==> config.mk <==
export PLATFORM = sky130hd
export DESIGN_NAME = mc_control_fsm
export DESIGN_NICKNAME = d
export VERILOG_FILES = /design/src/rtl/mc_control_fsm.sv
export SDC_FILE = /design/constraint.sdc
export NUM_CORES = 1
export LEC_CHECK = 0
export BUFFER_PORTS_ARGS = -buffer_cell sky130_fd_sc_hd__buf_2
export CORE_ASPECT_RATIO = 1.2
export CORE_UTILIZATION = 36
export CTS_BUF_LIST = sky130_fd_sc_hd__clkbuf_8 sky130_fd_sc_hd__clkbuf_16
export DETAILED_ROUTE_END_ITERATION = 7
export HOLD_SLACK_MARGIN = 0.15
export PLACE_DENSITY = 0.67
export SETUP_SLACK_MARGIN = 0.05
export SYNTH_ARGS = -nofsm -noshare
export SYNTH_HDL_FRONTEND = slang
export SYNTH_SLANG_ARGS = --single-unit
==> constraint.sdc <==
create_clock -name CLK -period 3.05 [get_ports CLK]
set_input_delay 0.305 -clock CLK [delete_from_list [all_inputs] [get_ports CLK]]
set_output_delay 0.305 -clock CLK [all_outputs]
set_load 0.1 [all_outputs]
==> src/rtl/mc_control_fsm.sv <==
// Multi-cycle control unit for the 16-bit processor.
// It decodes the IR funct/opcode fields into datapath, register-file and memory controls.
// Fetch, load and store wait for mem_ready. Fetch can be stalled.
// Illegal opcodes enter a trap state. Each retired instruction produces a pulse and bumps a counter.
module mc_control_fsm #(
    parameter int unsigned FUNCT_W = 4,
    parameter int unsigned OPC_W   = 3,
    parameter int unsigned ALUOP_W = 4,
    parameter int unsigned CNT_W   = 16
) (
    input  logic               CLK,
    input  logic               Reset,
    input  logic [FUNCT_W-1:0] funct,
    input  logic [OPC_W-1:0]   opcode,
    input  logic               mem_ready,
    input  logic               stall,
    output logic               Branch,
    output logic               IoD,
    output logic               IRWrite,
    output logic               Mem2Reg,
    output logic               MemR,
    output logic               MemW,
    output logic               PCWrite,
    output logic               RegWrite,
    output logic [1:0]         PCSrc,
    output logic [1:0]         ALUSrcA,
    output logic [1:0]         ALUSrcB,
    output logic [1:0]         BranchType,
    output logic [ALUOP_W-1:0] ALUOp,
    output logic               trap,
    output logic               instr_done,
    output logic [CNT_W-1:0]   instr_count,
    output logic [3:0]         current_state
);

    localparam int unsigned ST_W = 4;

    localparam logic [ST_W-1:0] S_FETCH    = 4'd0;
    localparam logic [ST_W-1:0] S_DECODE   = 4'd1;
    localparam logic [ST_W-1:0] S_RTYPE    = 4'd2;
    localparam logic [ST_W-1:0] S_RITYPE   = 4'd3;
    localparam logic [ST_W-1:0] S_RTYPEEND = 4'd4;
    localparam logic [ST_W-1:0] S_LW1      = 4'd5;
    localparam logic [ST_W-1:0] S_LW2      = 4'd6;
    localparam logic [ST_W-1:0] S_SW       = 4'd7;
    localparam logic [ST_W-1:0] S_JALR     = 4'd8;
    localparam logic [ST_W-1:0] S_BRANCH   = 4'd9;
    localparam logic [ST_W-1:0] S_BRANCH2  = 4'd10;
    localparam logic [ST_W-1:0] S_JAL      = 4'd11;
    localparam logic [ST_W-1:0] S_TRAP     = 4'd12;

    logic [ST_W-1:0] state;
    logic [ST_W-1:0] next_state;
    logic            fetch_go;

    // ALU operation selected by funct for register and immediate arithmetic.
    // Load/store funct codes reuse the add operation to form the address.
    function automatic logic [ALUOP_W-1:0] dec_alu(input logic [FUNCT_W-1:0] f);
        logic [ALUOP_W-1:0] r;
        if (f <= FUNCT_W'(8))
            r = ALUOP_W'(f[3:0]);
        else if (f == FUNCT_W'(9) || f == FUNCT_W'(10))
            r = '0;
        else if (f == FUNCT_W'(12))
            r = ALUOP_W'(12);
        else
            r = '1;
        return r;
    endfunction

    assign fetch_go      = mem_ready & ~stall;
    assign current_state = state;

    // State register. Reset forces FETCH asynchronously.
    always_ff @(posedge CLK or posedge Reset) begin
        if (Reset)
            state <= S_FETCH;
        else
            state <= next_state;
    end

    // Next-state decode.
    always_comb begin
        next_state = S_FETCH;
        case (state)
            S_FETCH:    next_state = fetch_go ? S_DECODE : S_FETCH;
            S_DECODE: begin
                if (opcode == OPC_W'(0))
                    next_state = S_RTYPE;
                else if (opcode == OPC_W'(1)) begin
                    if (funct == FUNCT_W'(11))
                        next_state = S_JALR;
                    else if (funct >= FUNCT_W'(12))
                        next_state = S_BRANCH;
                    else
                        next_state = S_RITYPE;
                end
                else if (opcode == OPC_W'(2))
                    next_state = S_RITYPE;
                else if (opcode == OPC_W'(3))
                    next_state = S_FETCH;
                else if (opcode == OPC_W'(4))
                    next_state = S_JAL;
                else
                    next_state = S_TRAP;
            end
            S_RTYPE:    next_state = S_RTYPEEND;
            S_RITYPE: begin
                if (funct == FUNCT_W'(9))
                    next_state = S_LW1;
                else if (funct == FUNCT_W'(10))
                    next_state = S_SW;
                else
                    next_state = S_RTYPEEND;
            end
            S_LW1:      next_state = mem_ready ? S_LW2 : S_LW1;
            S_SW:       next_state = mem_ready ? S_FETCH : S_SW;
            S_BRANCH:   next_state = S_BRANCH2;
            S_RTYPEEND: next_state = S_FETCH;
            S_LW2:      next_state = S_FETCH;
            S_JALR:     next_state = S_FETCH;
            S_JAL:      next_state = S_FETCH;
            S_BRANCH2:  next_state = S_FETCH;
            S_TRAP:     next_state = S_FETCH;
            default:    next_state = S_FETCH;
        endcase
    end

    // Datapath control decode. Defaults apply to unlisted and illegal states.
    always_comb begin
        Branch     = 1'b0;
        IoD        = 1'b0;
        IRWrite    = 1'b0;
        Mem2Reg    = 1'b0;
        MemR       = 1'b0;
        MemW       = 1'b0;
        PCWrite    = 1'b0;
        RegWrite   = 1'b0;
        PCSrc      = 2'd0;
        ALUSrcA    = 2'd0;
        ALUSrcB    = 2'd0;
        BranchType = 2'd0;
        ALUOp      = '1;
        trap       = 1'b0;
        instr_done = 1'b0;
        case (state)
            S_FETCH: begin
                ALUOp   = '0;
                ALUSrcB = 2'd1;
                MemR    = ~stall;
                IRWrite = fetch_go;
                PCWrite = fetch_go;
            end
            S_RTYPE: begin
                ALUOp   = dec_alu(funct);
                ALUSrcA = 2'd2;
            end
            S_RITYPE: begin
                ALUOp   = dec_alu(funct);
                ALUSrcA = 2'd2;
                ALUSrcB = 2'd2;
            end
            S_RTYPEEND: RegWrite = 1'b1;
            S_LW1: begin
                IoD  = 1'b1;
                MemR = 1'b1;
            end
            S_LW2: begin
                Mem2Reg  = 1'b1;
                RegWrite = 1'b1;
            end
            S_SW: begin
                IoD  = 1'b1;
                MemW = 1'b1;
            end
            S_JALR: begin
                ALUOp    = ALUOP_W'(7);
                ALUSrcA  = 2'd3;
                ALUSrcB  = 2'd1;
                RegWrite = 1'b1;
            end
            S_BRANCH: begin
                ALUOp      = ALUOP_W'(9);
                ALUSrcB    = 2'd2;
                Branch     = 1'b1;
                BranchType = funct[1:0];
            end
            S_BRANCH2: begin
                ALUOp      = ALUOP_W'(1);
                ALUSrcA    = 2'd2;
                Branch     = 1'b1;
                BranchType = funct[1:0];
                PCSrc      = 2'd1;
                PCWrite    = 1'b1;
            end
            S_JAL: begin
                ALUOp   = ALUOP_W'(7);
                ALUSrcA = 2'd3;
                ALUSrcB = 2'd1;
                PCWrite = 1'b1;
            end
            S_TRAP: begin
                PCSrc   = 2'd2;
                PCWrite = 1'b1;
                trap    = 1'b1;
            end
            default: ;
        endcase
        // An instruction retires when a legal non-fetch state returns to FETCH.
        instr_done = (state != S_FETCH) && (state <= S_TRAP) && (next_state == S_FETCH);
    end

    // Retired-instruction counter. It wraps at the counter width.
    always_ff @(posedge CLK or posedge Reset) begin
        if (Reset)
            instr_count <= '0;
        else if (instr_done)
            instr_count <= instr_count + CNT_W'(1);
    end

endmodule

==> out/metrics.cfg <==
[outcome]
status = completed

[cts]
post-cts-setup-buffers = 0
clk_latency_ns = 0.25
numCtsBuffers = 3
cts_resized = 0
clk_pin_slew_ns = 0.07
cts.sinks = 20
ctsLongestPathBuffers = 2
clockRootBuffer = clkbuf_8
cts_max_level = 1
cts_tree = built
ctsHoldBuffers = 0

[placed_design]
dpl.hpwl_um = 2570
io_buffer_count = 52
gp_congestion = 0.801
placed_cell_area_mm2 = 0.00184
place_ws_ns = 0.864

[sta]
final.period_utilization_pct = 80.3
report.final.slew_viol_count = 0
rsz0062_at_grt = no
setup_viol_count_final = 0
setup_tns_ns = 0
finalCriticalPeriod_ns = 2.45
setup_ws_ns = 0.602
hold_slack_ns = 0.171
slew-limit-headroom_pct = 50.3
worst_pin_slew_ns = 0.744
finalClockSkew_ns = 0.00164
hold_violations = 0
fmax_ghz = 0.409

[grt]
grt_start_max_net_pins = 21
gr-max-usage-layer = met2
grtUsageTotal_pct = 16.6
grt_overflow = 0
antenna_found_initial = 0
first_global_vias = 1278
use_met1_pct = 24.6
grt_pass1_wl_um = 5730
grt_use_met2_pct = 25.2
met3_usage_pct = 4.46

[logic_synthesis]
synth_area_leaders = dfrtp_1 (34%), xor2_1 (9.5%), nand2_1 (5.1%), nor2_1 (3.8%), nor3_1 (3.7%)
synth_seq_cells = 20
ys_warn_count = 0
synth-edff-count = 0
syn_area_mm2 = 0.00148
async_flop_share_pct = 100
syn_nets = 186
synth_cells = 174
synthFlopType = dfrtp_1
syn_avg_cell_area_um2 = 8.48
yosysSeqAreaShare_pct = 33.9
synth_top_area_share_pct = 33.9
yosysTopAreaCell = dfrtp_1
synth_cell_type_count = 45

[worst_setup_path]
rrSetupSlack_ns = 0.97
cp-start-kind = flip-flop
worst_ep_arrival_time_ns = 2.14
reg2regPathDepth = 6
crit-reg2reg-capture = instr_count[7]$_DFFE_PP0P_
critPathKind = reg -> out
cp-end-kind = primary output
slowest_stage = dfrtp_1
worstPathCellList = or2_4 > nor3_2 > a32oi_2 > nor2_2 > buf_2
path_max_fanout = 20
reg2reg_from = current_state[3]$_DFF_PP0_
cp.required_ns = 2.74
critPathMaxStageDelay_ns = 0.62

[cells_and_area]
fillers = 417
drive_above_1_share_pct = 36.9
final_common_cell = buf_2
final_cell_mix = buf_2 (52), nand2_1 (20), dfrtp_1 (18), xor2_1 (16), nor2_1 (12)
num_antenna_cells = 0
design_area_mm2 = 0.00188
area.growth.synth_to_final_pct = 27.4
nets = 236

[floorplan]
ios = 53
die_w_um = 60.4
rows = 25
die_height_um = 72.1
start_util_pct = 37.4
core_mm2 = 0.00394
die_area_mm2 = 0.00436

[route]
via_per_inst = 5.09
wl_per_cell_um = 12.5
final_antenna_net_count = 0
dr.pass1.iters = 4
routed_wl_um = 3460
num_vias = 1404
drc = 0
dr.first_iter.drc_count = 72

[run]
drv_cap = 0

[worst_hold_path]
holdCritPathClass = in -> async

-- critical path: cells and delay by family, from the launching register on --
| kind | cells | cell delay, ns |
|---|---|---|
| AOI/OAI and AO/OA | 1 | 0.09 |
| buffers and inverters | 1 | 0.45 |
| DFF | 1 | 0.62 |
| and+or+nand+nor | 3 | 0.73 |
-- cell families after synthesis --
kind of cell               Yosys count  synth area share (%)
and+or+nand+nor                     88                  33.6
AOI/OAI and AO/OA                   30                  14.6
DFF                                 20                  33.9
xor gates and xnor gates            18                  10.7
buffers and inverters               16                  5.60
muxes                                1                 0.763
adders and majority gates            1                 0.848
-- through the flow --
| stage | instances | util [%] |
|---|---|---|
| floorplan | 174 | - |
| CTS | 276 | 47.7 |
| finish | 276 | 47.7 |
| global placement | 273 | 46.6 |
| detailed placement | 273 | 46.6 |
| global route | 276 | 47.7 |
-- area by class of cell --
class | instances | area, um2 | share of cell area, %
inverters | 7 | 26.3 | 1.40
multi-input cells | 138 | 966 | 51.4
flip-flops and latches | 20 | 503 | 26.8
clock buffers | 3 | 41.3 | 2.20
repair buffers | 54 | 275 | 14.6
well taps | 54 | 67.6 | 3.60
-- flip-flops by register name, summed over array words and instances, names as in the netlist --
signal	cells
instr_count	16
current_state	4
-- synthesized netlist by cell type, types with 2 or more instances --
cell type   n
a211oi_1    3
a21o_1      3
a21oi_1    10
and2_1      3
and3_4      2
buf_2       3
buf_6       2
clkbuf_1    2
dfrtp_1    20
inv_1       7
nand2_1    20
nand2b_1    4
nand3_1    10
nor2_1     15
nor2b_1     4
nor3_1     11
nor4_1      3
nor4b_1     2
o21ai_0     5
or3_1       3
or4_1       2
xnor2_1     2
xor2_1     16
-- how the worst max path moves through the flow --
stage	startpoint	slack, ns	end
3_5_place_dp	current_state[3]$_DFF_PP0_	0.86	instr_done
6_report	current_state[3]$_DFF_PP0_	0.60	instr_done
5_1_grt	current_state[2]$_DFF_PP0_	0.44	PCWrite
4_1_cts	current_state[3]$_DFF_PP0_	0.58	instr_done
2_1_floorplan	current_state[2]$_DFF_PP0_	-0.09	PCSrc[1]
3_3_place_gp	current_state[3]$_DFF_PP0_	0.90	instr_done
-- per-layer routing --
metal	part of all wire [%]	wire length [um]
met5	0	0
met4	0	0
met3	4.9	171
met1	47	1610
met2	48	1680
Power is not shown: default switching activity piles up to over one toggle a cycle in this logic, so the estimate is an artifact.
